===== src/rtl/l2_write_buffer.sv =====
// Victim-line write buffer between the L1 controller and L2: lines are filled one
// 32-bit beat per cycle, queued in a DEPTH-entry ring and drained as address/data beats.
module l2_write_buffer #(
    parameter int DEPTH = 4,
    parameter int WORDS = 8
) (
    input  logic        clk,
    input  logic        reset,
    input  logic        write_l2,
    input  logic [31:0] wb_addr,
    input  logic [31:0] wb_data,
    output logic        wb_ready,
    output logic        wb_full,
    input  logic [31:0] chk_addr,
    output logic        chk_hit,
    output logic        mem_req,
    output logic [31:0] mem_addr,
    output logic [31:0] mem_data,
    input  logic        mem_ack,
    output logic        empty
);
    localparam int PW = $clog2(DEPTH);
    localparam int WW = $clog2(WORDS);
    localparam int LB = WW + 2;
    localparam int TW = 32 - LB;
    localparam logic [WW-1:0] LAST_BEAT = WW'(WORDS - 1);
    localparam logic [WW-1:0] BEAT_ONE  = 1;
    localparam logic [PW-1:0] PTR_ONE   = 1;
    localparam logic [PW:0]   CNT_ONE   = 1;
    localparam logic [PW:0]   FULL_CNT  = DEPTH[PW:0];

    typedef enum logic {IDLE, SEND} state_t;

    state_t            state_q, state_d;
    logic [PW-1:0]     wp_q, wp_d, rp_q, rp_d;
    logic [PW:0]       count_q, count_d;
    logic [WW-1:0]     fill_cnt_q, fill_cnt_d, drain_cnt_q, drain_cnt_d;
    logic              wb_ready_q;
    logic [TW-1:0]     tag_q [DEPTH];
    logic [31:0]       data_mem [DEPTH*WORDS];
    logic [31:0]       rd_data_q;
    logic              accept, fill_last, drain_beat, drain_last;
    logic [DEPTH-1:0]  hit_vec;
    logic              unused_low_bits;

    assign accept     = write_l2 && !wb_full;
    assign fill_last  = accept && (fill_cnt_q == LAST_BEAT);
    assign drain_beat = (state_q == SEND) && mem_ack;
    assign drain_last = drain_beat && (drain_cnt_q == LAST_BEAT);

    always_comb begin
        wp_d        = wp_q;
        rp_d        = rp_q;
        fill_cnt_d  = fill_cnt_q;
        drain_cnt_d = drain_cnt_q;
        count_d     = count_q;
        state_d     = state_q;
        if (accept) begin
            fill_cnt_d = fill_cnt_q + BEAT_ONE;
            if (fill_last) wp_d = wp_q + PTR_ONE;
        end
        if (drain_beat) begin
            drain_cnt_d = drain_cnt_q + BEAT_ONE;
            if (drain_last) rp_d = rp_q + PTR_ONE;
        end
        if (fill_last && !drain_last) begin
            count_d = count_q + CNT_ONE;
        end else if (!fill_last && drain_last) begin
            count_d = count_q - CNT_ONE;
        end
        case (state_q)
            IDLE:    if (count_q != '0) state_d = SEND;
            SEND:    if (drain_last && (count_d == '0)) state_d = IDLE;
            default: state_d = IDLE;
        endcase
    end

    always_ff @(posedge clk) begin
        if (reset) begin
            state_q     <= IDLE;
            wp_q        <= '0;
            rp_q        <= '0;
            count_q     <= '0;
            fill_cnt_q  <= '0;
            drain_cnt_q <= '0;
            wb_ready_q  <= 1'b0;
        end else begin
            state_q     <= state_d;
            wp_q        <= wp_d;
            rp_q        <= rp_d;
            count_q     <= count_d;
            fill_cnt_q  <= fill_cnt_d;
            drain_cnt_q <= drain_cnt_d;
            wb_ready_q  <= fill_last;
        end
    end

    // The read index follows the next drain position, so the registered word is
    // already the one to present once the pointers have moved.
    always_ff @(posedge clk) begin
        if (accept) data_mem[{wp_q, fill_cnt_q}] <= wb_data;
        rd_data_q <= data_mem[{rp_d, drain_cnt_d}];
    end

    always_ff @(posedge clk) begin
        if (accept && (fill_cnt_q == '0)) tag_q[wp_q] <= wb_addr[31:LB];
    end

    generate
        for (genvar gi = 0; gi < DEPTH; gi++) begin : g_hit
            logic [PW-1:0] offset;
            logic          live;
            // Live if inside the queued window [rp, rp+count) or being filled right now.
            assign offset      = PW'(gi) - rp_q;
            assign live        = ({1'b0, offset} < count_q) ||
                                 ((wp_q == PW'(gi)) && (fill_cnt_q != '0));
            assign hit_vec[gi] = live && (tag_q[gi] == chk_addr[31:LB]);
        end
    endgenerate

    assign unused_low_bits = ^{wb_addr[LB-1:0], chk_addr[LB-1:0]};

    assign chk_hit  = |hit_vec;
    assign wb_ready = wb_ready_q;
    assign wb_full  = (count_q == FULL_CNT);
    assign empty    = (count_q == '0) && (fill_cnt_q == '0);
    assign mem_req  = (state_q == SEND);
    assign mem_addr = {tag_q[rp_q], drain_cnt_q, 2'b00};
    assign mem_data = rd_data_q;

endmodule


===== config.mk =====
export PLATFORM = sky130hd
export DESIGN_NAME = l2_write_buffer
export DESIGN_NICKNAME = d
export VERILOG_FILES = /design/src/rtl/l2_write_buffer.sv
export SDC_FILE = /design/constraint.sdc
export NUM_CORES = 1
export LEC_CHECK = 0
export BUFFER_PORTS_ARGS = -buffer_cell sky130_fd_sc_hd__buf_4
export CAP_MARGIN = 5
export CORE_MARGIN = 5
export CORE_UTILIZATION = 45
export CTS_CLUSTER_SIZE = 25
export DETAILED_ROUTE_END_ITERATION = 8
export HOLD_SLACK_MARGIN = 0.08
export PLACE_DENSITY_LB_ADDON = 0.05
export SYNTH_ARGS = -nofsm -noshare
export SYNTH_HDL_FRONTEND = slang
export SYNTH_SLANG_ARGS = --single-unit

===== constraint.sdc =====
create_clock -name clk -period 3.45 [get_ports clk]
set_clock_uncertainty 0.1 [all_clocks]
set_input_delay 0.1725 -clock clk [delete_from_list [all_inputs] [get_ports clk]]
set_output_delay 0.1725 -clock clk [all_outputs]
set_load 0.01 [all_outputs]

# Word level (Yosys, flattened, before mapping)
# Memory sizes are Yosys's and may differ from the RTL's. A register that Yosys moved wholly into a read port is not among the register bits.
# Cells that the tools add are included.
dict set report word_totals {
  register_bits 15
  mem_bits_rw 1132
  input_bits 100
  output_inout_bits 69
  word_cells 79
  mem_count 2
}
dict set report op_classes {
  addsub 10
  n_lt_le_gt_ge 4
  n_eq_ne 10
  muxes 13
  n_bitwise 1
  n_reduce_logical 32
}
# memory depth word_bits rd rd_ports_with_merged_regs write_ports line_no
set memory_table {}
lappend memory_table {data_mem 32 32 1 1 1 40} ;# logic [31:0] data_mem [DEPTH*WORDS];
lappend memory_table {tag_q 4 27 5 1 1 39} ;# logic [TW-1:0] tag_q [DEPTH];
# operator n
set ops {}
lappend ops {{27-bit == test} 4}
lappend ops {{1-bit logical AND} 17}
lappend ops {{2-bit by 3-bit < comparator with 1-bit output} 4}
lappend ops {{3-bit by 1-bit adder with 3-bit output (second input constant)} 3}
lappend ops {{3-bit == test (second input constant)} 3}
lappend ops {{3-bit zero test} 3}
lappend ops {{3-bit two-way mux} 3}
lappend ops {{1-bit two-way mux} 6}
lappend ops {{2-bit two-way mux} 3}
lappend ops {{3-bit nonzero test} 2}
lappend ops {{2-bit by 1-bit adder with 2-bit output (second input constant)} 2}
lappend ops {{2-bit == test (second input constant)} 2}
lappend ops {{1-bit logical OR} 4}
lappend ops {{4-bit OR reduction} 1}
lappend ops {{1-bit by 2-bit subtractor with 2-bit output (first input constant)} 2}
lappend ops {{2-bit subtractor (first input constant)} 2}
lappend ops {{1-bit zero test} 3}
lappend ops {{3-bit by 1-bit subtractor with 3-bit output (second input constant)} 1}
lappend ops {{2-bit by 1-bit == test with 1-bit output (second input constant)} 1}
lappend ops {{2-bit zero test} 1}
lappend ops {{1-bit case mux with 2 select lines} 1}
lappend ops {{2-bit AND reduction} 1}
lappend ops {{1-bit inverter} 1}

# Depth between registers and ports, before layout
# Gate-level depths: netlist (run 1).
dict set report logic_depth {
  word_depth 12
  depth_mapped 10
  depth_no_buf 7
}

# Least setup slack after synthesis (run 1)
# No wires, ideal clock.
dict set report synth_path {
  path_type {reg-to-reg}
  startpoint {register count_q[0]}
  endpoint {memory data_mem[12][0] (enable)}
  setup_ns 0.421
  t_arrival_ns 3.015
  required_ns 2.929
  path_slack_ns -0.086
  stages_incl_launch_ff 8
  n_path_buf 2
  period_less_slack_ns 3.536
  cell_sequence {dfxtp_1 > inv_1 > ha_1 > a21boi_1 > clkbuf_1 > nand2_1 > clkbuf_1 > nor2_1}
}
dict set report synth_between {
  elab_chain_len 5
}
# item line_no
set synth_rtl {}
lappend synth_rtl {{from (decl)} 36} ;# logic [PW:0] count_q, count_d;
lappend synth_rtl {{from (signal assigned)} 91} ;# count_q <= count_d;
lappend synth_rtl {{3-bit == test} 125} ;# assign wb_full = (count_q == FULL_CNT);
lappend synth_rtl {{1-bit zero test} 46} ;# assign accept = write_l2 && !wb_full;
lappend synth_rtl {{1-bit logical AND} 46}
lappend synth_rtl {{1-bit two-way mux} 101} ;# if (accept) data_mem[{wp_q, fill_cnt_q}] <= wb_data;
lappend synth_rtl {{1-bit two-way mux (implied by the code)} 101}
lappend synth_rtl {{to (decl)} 40}
# No other way between the ends.

# Worst setup path after layout (run 1)
dict set report layout_path {
  startpoint {register drain_cnt_q[1]}
  endpoint {register rd_data_q[22] (netlist: mem_data[22]) (read register of data_mem)}
}
dict set report layout_between {
  elab_chain_len 4
  elab_cells_between_ends 6
  cone_classes {add/sub: 1; eq/ne: 1; mux: 3; reduce/logical: 1}
}
# item line_no
set layout_rtl {}
lappend layout_rtl {{from (decl)} 37} ;# logic [WW-1:0] fill_cnt_q, fill_cnt_d, drain_cnt_q, drain_cnt_d;
lappend layout_rtl {{from (signal assigned)} 93} ;# drain_cnt_q <= drain_cnt_d;
lappend layout_rtl {{branches (longest 4 deep; another with 3-bit by 1-bit adder with 3-bit output)} -}
lappend layout_rtl {{to (decl)} 41} ;# logic [31:0] rd_data_q;
# Parallel ways; which one is timed is not known.
# A chain may end at the register's enable or synchronous reset.

==> summary.md, run 1 <==
| Metric | Value |
|---|---|
| Synth Instances | 3206 |
| FF-to-FF path depth | 9 |
| Arr. time, crit path | 3750 ps |
| HP Class | input port to flip-flop |
| Row Count | between 100 and 150 |
| 1st-pass router iterations | 6 |
| Placed Cells | 4810 |
| Number of max-cap violations | 0 |
| Ports | 169 |
| Dominant cells by area after synthesis | edfxtp_1 64%, mux4_2 7.8%, mux2i_1 6.3%, mux2_2 4.1%, dfxtp_1 1.8% |
| Unique masters post-synth | 58 |
| Vias in the first global route | 33075 |
| Final GP Congestion | 0.7842 |
| Finished Layout Cells | 5147 |
| EDFF count, synth | between 1000 and 1500 |
| Status | finished, final reports clean |
| Wirelength per Cell | 28.65 um |
| Total routed wirelength | 147500 um |
| Nets | between 3000 and 4000 |
| Max stage delay on crit path | roughly 670 ps |
| Overflow after GRT | 0 |
| Worst slew pin tran | 824.8 ps |
| Final hold viol count | 0 |
| Die Y | 353.4 um |
| Clock sink total | about 1200 |
| R2R Setup Slk | roughly 220 ps |
| Most frequent cell after synthesis | edfxtp_1 |
| Placed inst area | roughly 57000 um2 |
| Initial Utilization | between 40% and 50% |
| Register clock-pin slew on the reported worst setup and hold paths | 60 ps |
| Static Leak | 0.01953 uW |
| Vias per cell | 6.088 |
| CP cell instances | ha_4 > ha_1 > xor2_1 > o22a_2 > buf_12 > o32ai_1 > nor4_1 > buf_4 > a31oi_1 |
| Synth warn | 0 |
| Layout cells sized above 1 | 26.68% |
| Syn avg cell area | 16.55 um2 |
| Final instance area | 62490 um2 |
| Synth top area share | 64.06% |
| First-pass GRT wire length | 217000 um |
| Share of the yosys chip area belonging to registers | between 60 and 70% |
| Max Freq | between 0.3 and 0.4 GHz |
| Die area | 124900 um2 |
| Crit end category | flip-flop |
| Clock Tree Buf Depth | 3 |
| Relative slew slack | 43.59% |
| PostCTS Resize Cnt | 0 |
| HPWL Detailed | 87760 um |
| Std-Cell Core Area | 117600 um2 |
| Die width | between 300 and 400 um |
| Final worst-path cycle share | 93.73% |
| CTS H-Tree Depth | 4 |
| Post-route ant nets | 0 |
| Min cycle time layout | 3234 ps |
| Worst hold stages | 3 |
| Most frequent cells after synthesis | 1132 x edfxtp_1, 333 x mux2i_1, 192 x mux2_2 |
| Critical Path Fanout Max | 32 |
| DR vias | 31333 |
| Critical path startpoint category | flip-flop |
| Main synth FF type | edfxtp_1 |
| Unrepaired setup endpoints after global routing | no |
| GRT Total Usage | 23.29% |
| Initial antenna violation count | 0 |
| Initial DRC count | between 2000 and 2500 |
| PortBufs | about 160 |
| Synth Cell Area | 53070 um2 |
| WS Path Type | flip-flop to flip-flop |
| Pwr dens | 497.2 nW/um2 |
| Flops & latches, synth | 1179 |
| Residual DRC | 0 |
| Number of CTS-inserted buffers | roughly 140 |
| Worst skew pair latency | 730 ps |
| # setup viols final | 0 |
| Crit-path slowest cell | nor4_1 |
| Leading area contributor after synthesis | edfxtp_1 |
| Pin count of the biggest net entering global routing | roughly 100 |
| CTS tree | built |
| Max-slew violation count | 0 |
| Async S/R FF share, synth | 0% |
| Critical Path RT | 3960 ps |
| Clk Tree Root Cell | clkbuf_16 |
| Maximum VDD drop | 0.4163 mV |
| Area grow syn2layout | 17.76% |
-- state kept, by name (all words and copies together) (netlist names) --
register     count
mem_req          1
wp_q             2
wb_ready         1
drain_cnt_q      3
fill_cnt_q       3
count_q          3
rp_q             2
data_mem      1024
tag_q          108
mem_data        32
-- placed cells by master (no fill, tap or decap), types with 11 or more instances in the layout --
| cell type | count |
|---|---|
| edfxtp_1 | 1132 |
| mux2i_1 | 333 |
| buf_4 | 284 |
| mux2_2 | 192 |
| mux4_2 | 184 |
| nand2_1 | 140 |
| clkbuf_16 | 140 |
| xnor2_1 | 105 |
| o22ai_1 | 97 |
| a221oi_1 | 94 |
| dlygate4sd3_1 | 89 |
| a211oi_1 | 64 |
| a22o_1 | 63 |
| buf_12 | 46 |
| a21oi_1 | 45 |
| dfxtp_1 | 44 |
| clkbuf_1 | 39 |
| nand2b_1 | 38 |
| nor2_4 | 36 |
| a2111oi_0 | 36 |
| nor4_1 | 36 |
| nor2b_1 | 35 |
| a31oi_1 | 34 |
| and3_1 | 34 |
| a311o_1 | 32 |
| o32ai_1 | 31 |
| nand4_1 | 28 |
| clkinv_2 | 22 |
| nor2_1 | 17 |
| ha_1 | 17 |
| clkinv_1 | 15 |
| xor2_1 | 11 |
| bufinv_16 | 11 |
-- what timing repair did --
action / 4_1_cts / 5_1_grt
hold buffers: 89 / 0
endpoints found under the hold margin: 1147 / 0
setup endpoints to repair: 0 / 0
buffers inserted: 0 / 0
-- final timing paths --
path                                startpoint             end
worst min-delay path                     reset  drain_cnt_q[2]
worst min register to register         wp_q[1]         wp_q[1]
worst max register to register  drain_cnt_q[1]    mem_data[22]
worst max-delay path            drain_cnt_q[1]    mem_data[22]
-- area by class of cell --
class | instances | area (um2)
inverters | 10 | 37.54
diodes | 1 | 2.502
well taps | 1536 | 1922
clock inverters | 58 | 605.6
fillers | 9456 | 55120
repair buffers | 419 | 3944
flip-flops and latches | 1179 | 34940
clock buffers | 189 | 3787
multi-input cells | 1755 | 17250
-- routing by layer --
metal | wire length (um) | track usage [%]
met2 | 72770 | 39.54
met5 | 0 | 0
met3 | 9445 | 4.189
met4 | 3167 | 6.138
met1 | 62090 | 31.18
-- worst max-delay path, delay by kind of cell, from the launching register on --
family,cells,cell delay [ps]
AOI/OAI and AO/OA,3,490
xor gates and xnor gates,1,580
adders and majority gates,2,350
buffers and inverters,2,500
DFF,1,390
and+or+nand+nor,1,670
-- power breakdown --
part	internal, uW	total [uW]	switching (uW)
clock	8490	14100	5630
combinational	419	1050	633
sequential	15800	15900	69.0
-- through the flow --
step | power [uW] | hold slack [ps] | utilization, % | setup slack (ps) | setup TNS, ps
6_report | 31070 | 255.1 | 53.13 | 216.2 | 0
3_5_place_dp | 17170 | 276.9 | 48.64 | 328.5 | 0
5_1_grt | 32050 | 235.3 | 53.13 | 1.153 | 0
3_3_place_gp | 17140 | 270.8 | 48.64 | 356.7 | 0
2_1_floorplan | 16570 | 141.6 | - | -86.24 | -18440
4_1_cts | 31400 | 193.8 | 53.13 | 166.0 | 0
-- logic make-up (layout without fill, tap and decap cells) --
kind of cell / count (synthesis) / count (layout) / synth area share, %
compound gates: 521 / 521 / 7.571
xor+xnor: 118 / 118 / 1.962
fa+ha+maj: 19 / 19 / 0.4433
buf+inv: 273 / 676 / 2.417
flops: 1179 / 1179 / 65.83
mux: 709 / 709 / 18.16
other cells: 1 / 3 / 0.007067
simple gates: 386 / 386 / 3.607
(Power assumes the default switching activity.)
==> inputs of run 2 (changes only) <==
Settings changed: ABC_AREA set to 1, HOLD_SLACK_MARGIN 0.08 to 0.02.
==> run 2 against run 1 <==
Critical endpoint is now chk_hit. Synthesized cell count increased by 51%. Synthesized area decreased by 2.1%. Register-to-register slack improved by 270 ps. Fmax increased by 1.0%. Count of clock-buffer cells in the layout unchanged. Worst hold slack got worse by 170 ps. First-iteration DRC count increased by 17%. Core utilization decreased by 0.28 points. Final area decreased by 3.1%. Non-clock buffer count decreased by 83. Final cell count increased by 30%.
==> summary.md, run 2 <==
| Metric | Value |
|---|---|
| Clock network power share | 45.2% (-0.3 points) |
| GRT met2 Usage | 40.20% (+0.66 points) |
| Max reg flops | 1024 (unchanged) |
| Most frequent cell after synthesis | edfxtp_1 |
| Residual DRC | 0 (unchanged) |
| R2R Setup Slk | 490 ps (+270 ps) |
| Die area | 122300 um2 (-2.0%) |
| Vias per cell | 5.222 (-14%) |
| Total routed wirelength | 153100 um (+3.8%) |
| Final GP Congestion | 0.8393 (+7.0%) |
| GRT Total Usage | 24.82% (+1.5 points) |
| Pwr dens | 509.3 nW/um2 (+2.4%) |
| Initial antenna violation count | 11 (+11) |
| Comb power frac | 3.3% (about the same) |
| Critical Path RT | 3180 ps (-780 ps) |
| Ports | 169 (unchanged) |
| # setup viols final | 0 (unchanged) |
| Initial DRC count | 2719 (+17%) |
| Worst setup endpoint | chk_hit |
| Worst skew pair latency | 740 ps (about the same) |
| Hold WS | 81.71 ps (-173.3 ps) |
| Initial Utilization | 45.37% (+0.25 points) |
| HP Class | input port to flip-flop |
| Synth Instances | 4851 (+51%) |
| Final worst-path cycle share | 92.78% (-0.95 points) |
| Crit end category | output pin |
| Wirelength per Cell | 22.97 um (-20%) |
| PostCTS Resize Cnt | 0 (unchanged) |
| Placed Cells | 6359 (+32%) |
| Die Y | 349.8 um (-1.0%) |
| Post-route ant nets | 0 (unchanged) |
| CTS H-Tree Depth | 4 (unchanged) |
| Die width | 349.8 um (-1.0%) |
| Layout cells sized above 1 | 10.06% (-17 points) |
| Max-slew violation count | 0 (unchanged) |
| Critical Path Fanout Max | 11 (-66%) |
| Row Count | 124 (-1.6%) |
| Max Freq | 0.3124 GHz (+1.0%) |
| Async S/R FF share, synth | 0% (unchanged) |
| GR Util met3 | 4.584% (+0.40 points) |
| Main synth FF type | edfxtp_1 |
| Flops & latches, synth | 1179 (unchanged) |
| Worst R2R Start | count_q[1] |
| Switch share | 20.77% (+0.38 points) |
| Int Power | 24420 uW (-1.3%) |
| PortBufs | 156 (unchanged) |
| DR vias | 34813 (+11%) |
| Dominant cells by area after synthesis | edfxtp_1 65%, nand3_1 10%, nand2_1 7.0%, inv_1 6.2%, nand3b_1 3.2% |
| GRT Max-Usage Layer | met2 |
| Clock Tree Buf Depth | 3 (unchanged) |
| Register clock-pin slew on the reported worst setup and hold paths | 60 ps (about the same) |
| Sequential Power Share | 51.6% (+0.4 points) |
| Number of max-cap violations | 0 (unchanged) |
| First-pass GRT wire length | 223300 um (+2.9%) |
| Share of the yosys chip area belonging to registers | 67.24% (+1.4 points) |
| Min cycle time layout | 3201 ps (-32.83 ps) |
| Static Leak | 0.02453 uW (+26%) |
| Pin count of the biggest net entering global routing | 169 (+67%) |
| Post-CTS setup buffers | 0 (unchanged) |
| CTS tree | built |
| Nets | 5161 (+43%) |
| Clock sink total | 1179 (unchanged) |
| Leading area contributor after synthesis | edfxtp_1 |
| Syn avg cell area | 10.71 um2 (-35%) |
| Critical path startpoint category | flip-flop |
| HPWL Detailed | 79910 um (-8.9%) |
| Worst slew pin tran | 1189 ps (+364.3 ps) |
| Maximum VDD drop | 0.4322 mV (+3.8%) |
| Worst Setup SP | rp_q[1] |
| Final hold viol count | 0 (unchanged) |
| Number of CTS-inserted buffers | 133 (-1.5%) |
| Total Neg Setup Slack | 0 ps (unchanged) |
| Status | finished, final reports clean |
| Synth top area share | 65.43% (+1.4 points) |
| Final core occ | 52.86% (-0.28 points) |
| Area grow syn2layout | 16.50% |
| Commonest non-fill, non-tap cells in the layout | 1132 x edfxtp_1, 1033 x nand3_1, 964 x nand2_1 |
| Worst r2r dst | data_mem[12][21] |
| FF-to-FF path depth | 8 (-1) |
| Relative slew slack | 20.73% (-23 points) |
| Unique masters post-synth | 34 (-41%) |
| Synth Cell Area | 51950 um2 (-2.1%) |
| Clk Tree Root Cell | clkbuf_16 |
| Most common cell after layout, fill and taps aside | edfxtp_1 |
| Std-Cell Core Area | 114500 um2 (-2.6%) |
| Unrepaired setup endpoints after global routing | no |
| EDFF count, synth | 1132 (unchanged) |
| Synth warn | 0 (unchanged) |
| 1st-pass router iterations | 6 (unchanged) |
| Finished Layout Cells | 6666 (+30%) |
| Met1 GRT Util | 34.65% (+3.5 points) |
| Hold-fix buffers, CTS | 61 (-31%) |
| Arr. time, crit path | 2930 ps (-820 ps) |
| Net Sw Power | 6402 uW (+1.0%) |
| WS Path Type | flip-flop to output pin |
| Overflow after GRT | 0 (unchanged) |
| Biggest register | data_mem |
| Most frequent cells after synthesis | 1132 x edfxtp_1, 1033 x nand3_1, 965 x nand2_1 |
| Vias in the first global route | 33475 (+1.2%) |
-- run 2: changes by cell type after synthesis, moves of 94 or more --
cell / before / now
mux4_2: 184 / 0
nand3b_1: 1 / 224
nand3_1: 4 / 1033
a221oi_1: 94 / 0
mux2_2: 192 / 0
nand2_1: 142 / 965
inv_1: 10 / 859
mux2i_1: 333 / 0
-- run 2: power by group through the flow --
stage / logic (uW) / registers [uW] / clock network (uW)
CTS: 1020 / 15900 / 14200
detailed placement: 953 / 16200 / 0
global placement: 944 / 16200 / 0
global route: 1100 / 15900 / 14800
floorplan: 368 / 16200 / 0
finish: 1010 / 15900 / 13900
-- run 2: layout make-up --
type / instances / area, um2
fillers: 10028 / 53980
flip-flops and latches: 1179 / 34930
multi-input cells: 2532 / 12860
clock buffers: 189 / 3745
repair buffers: 336 / 3288
inverters: 861 / 3247
well taps: 1512 / 1892
clock inverters: 50 / 536.8
diodes: 7 / 17.52
-- run 2: critical path: stages, from the launching register on --
cell and delay, ps:
dfxtp_1 660, nand2_1 110, buf_4 210, nand2_1 130, inv_1 50, ha_1 260
a21oi_1 50, nor2_1 190, nor2_1 70, nand2_1 70, nor2_1 40, nor2_1 90
nand2_1 90, buf_4 160
-- run 2: how the worst min path moves through the flow --
| stage | startpoint | end | slack, ps | depth (start not counted) |
|---|---|---|---|---|
| 6_report | wb_addr[29] | tag_q[0][24] | 80 | 2 |
| 5_1_grt | wb_addr[15] | tag_q[2][10] | 70 | 2 |
| 4_1_cts | wb_addr[29] | tag_q[0][24] | 30 | 2 |
| 3_5_place_dp | wb_addr[15] | tag_q[3][10] | 280 | 1 |
| 3_3_place_gp | wb_addr[9] | tag_q[1][4] | 280 | 1 |
| 2_1_floorplan | wb_data[0] | data_mem[0][0] | 170 | 0 |
-- run 2: kinds of logic after synthesis --
kind of cell               Yosys count  share of synthesized area [%]
buffers and inverters             1141                          8.670
adders and majority gates           18                         0.4335
DFF                               1179                          67.24
xor gates and xnor gates            85                          1.447
other                                1                       0.007218
AOI/OAI and AO/OA                   88                          1.072
and+or+nand+nor                   2339                          21.13
-- run 2: per-layer routing --
| layer | routed length, um | part of all wire [%] | vias to the layer above |
|---|---|---|---|
| li1 | - | - | 16570 |
| met1 | 67430 | 44 | 16929 |
| met2 | 71740 | 47 | 1076 |
| met3 | 10120 | 6.6 | 236 |
| met4 | 3787 | 2.5 | 2 |
| met5 | 13 | 0.0085 | - |
-- run 2: through the flow --
step	power (uW)	setup slack, ps	instance area (um2)
detailed placement	17150	527.1	55610
global route	31820	21.58	60510
global placement	17140	582.7	55610
floorplan	16550	324.0	51950
finish	30820	249.0	60520
CTS	31120	178.5	60510
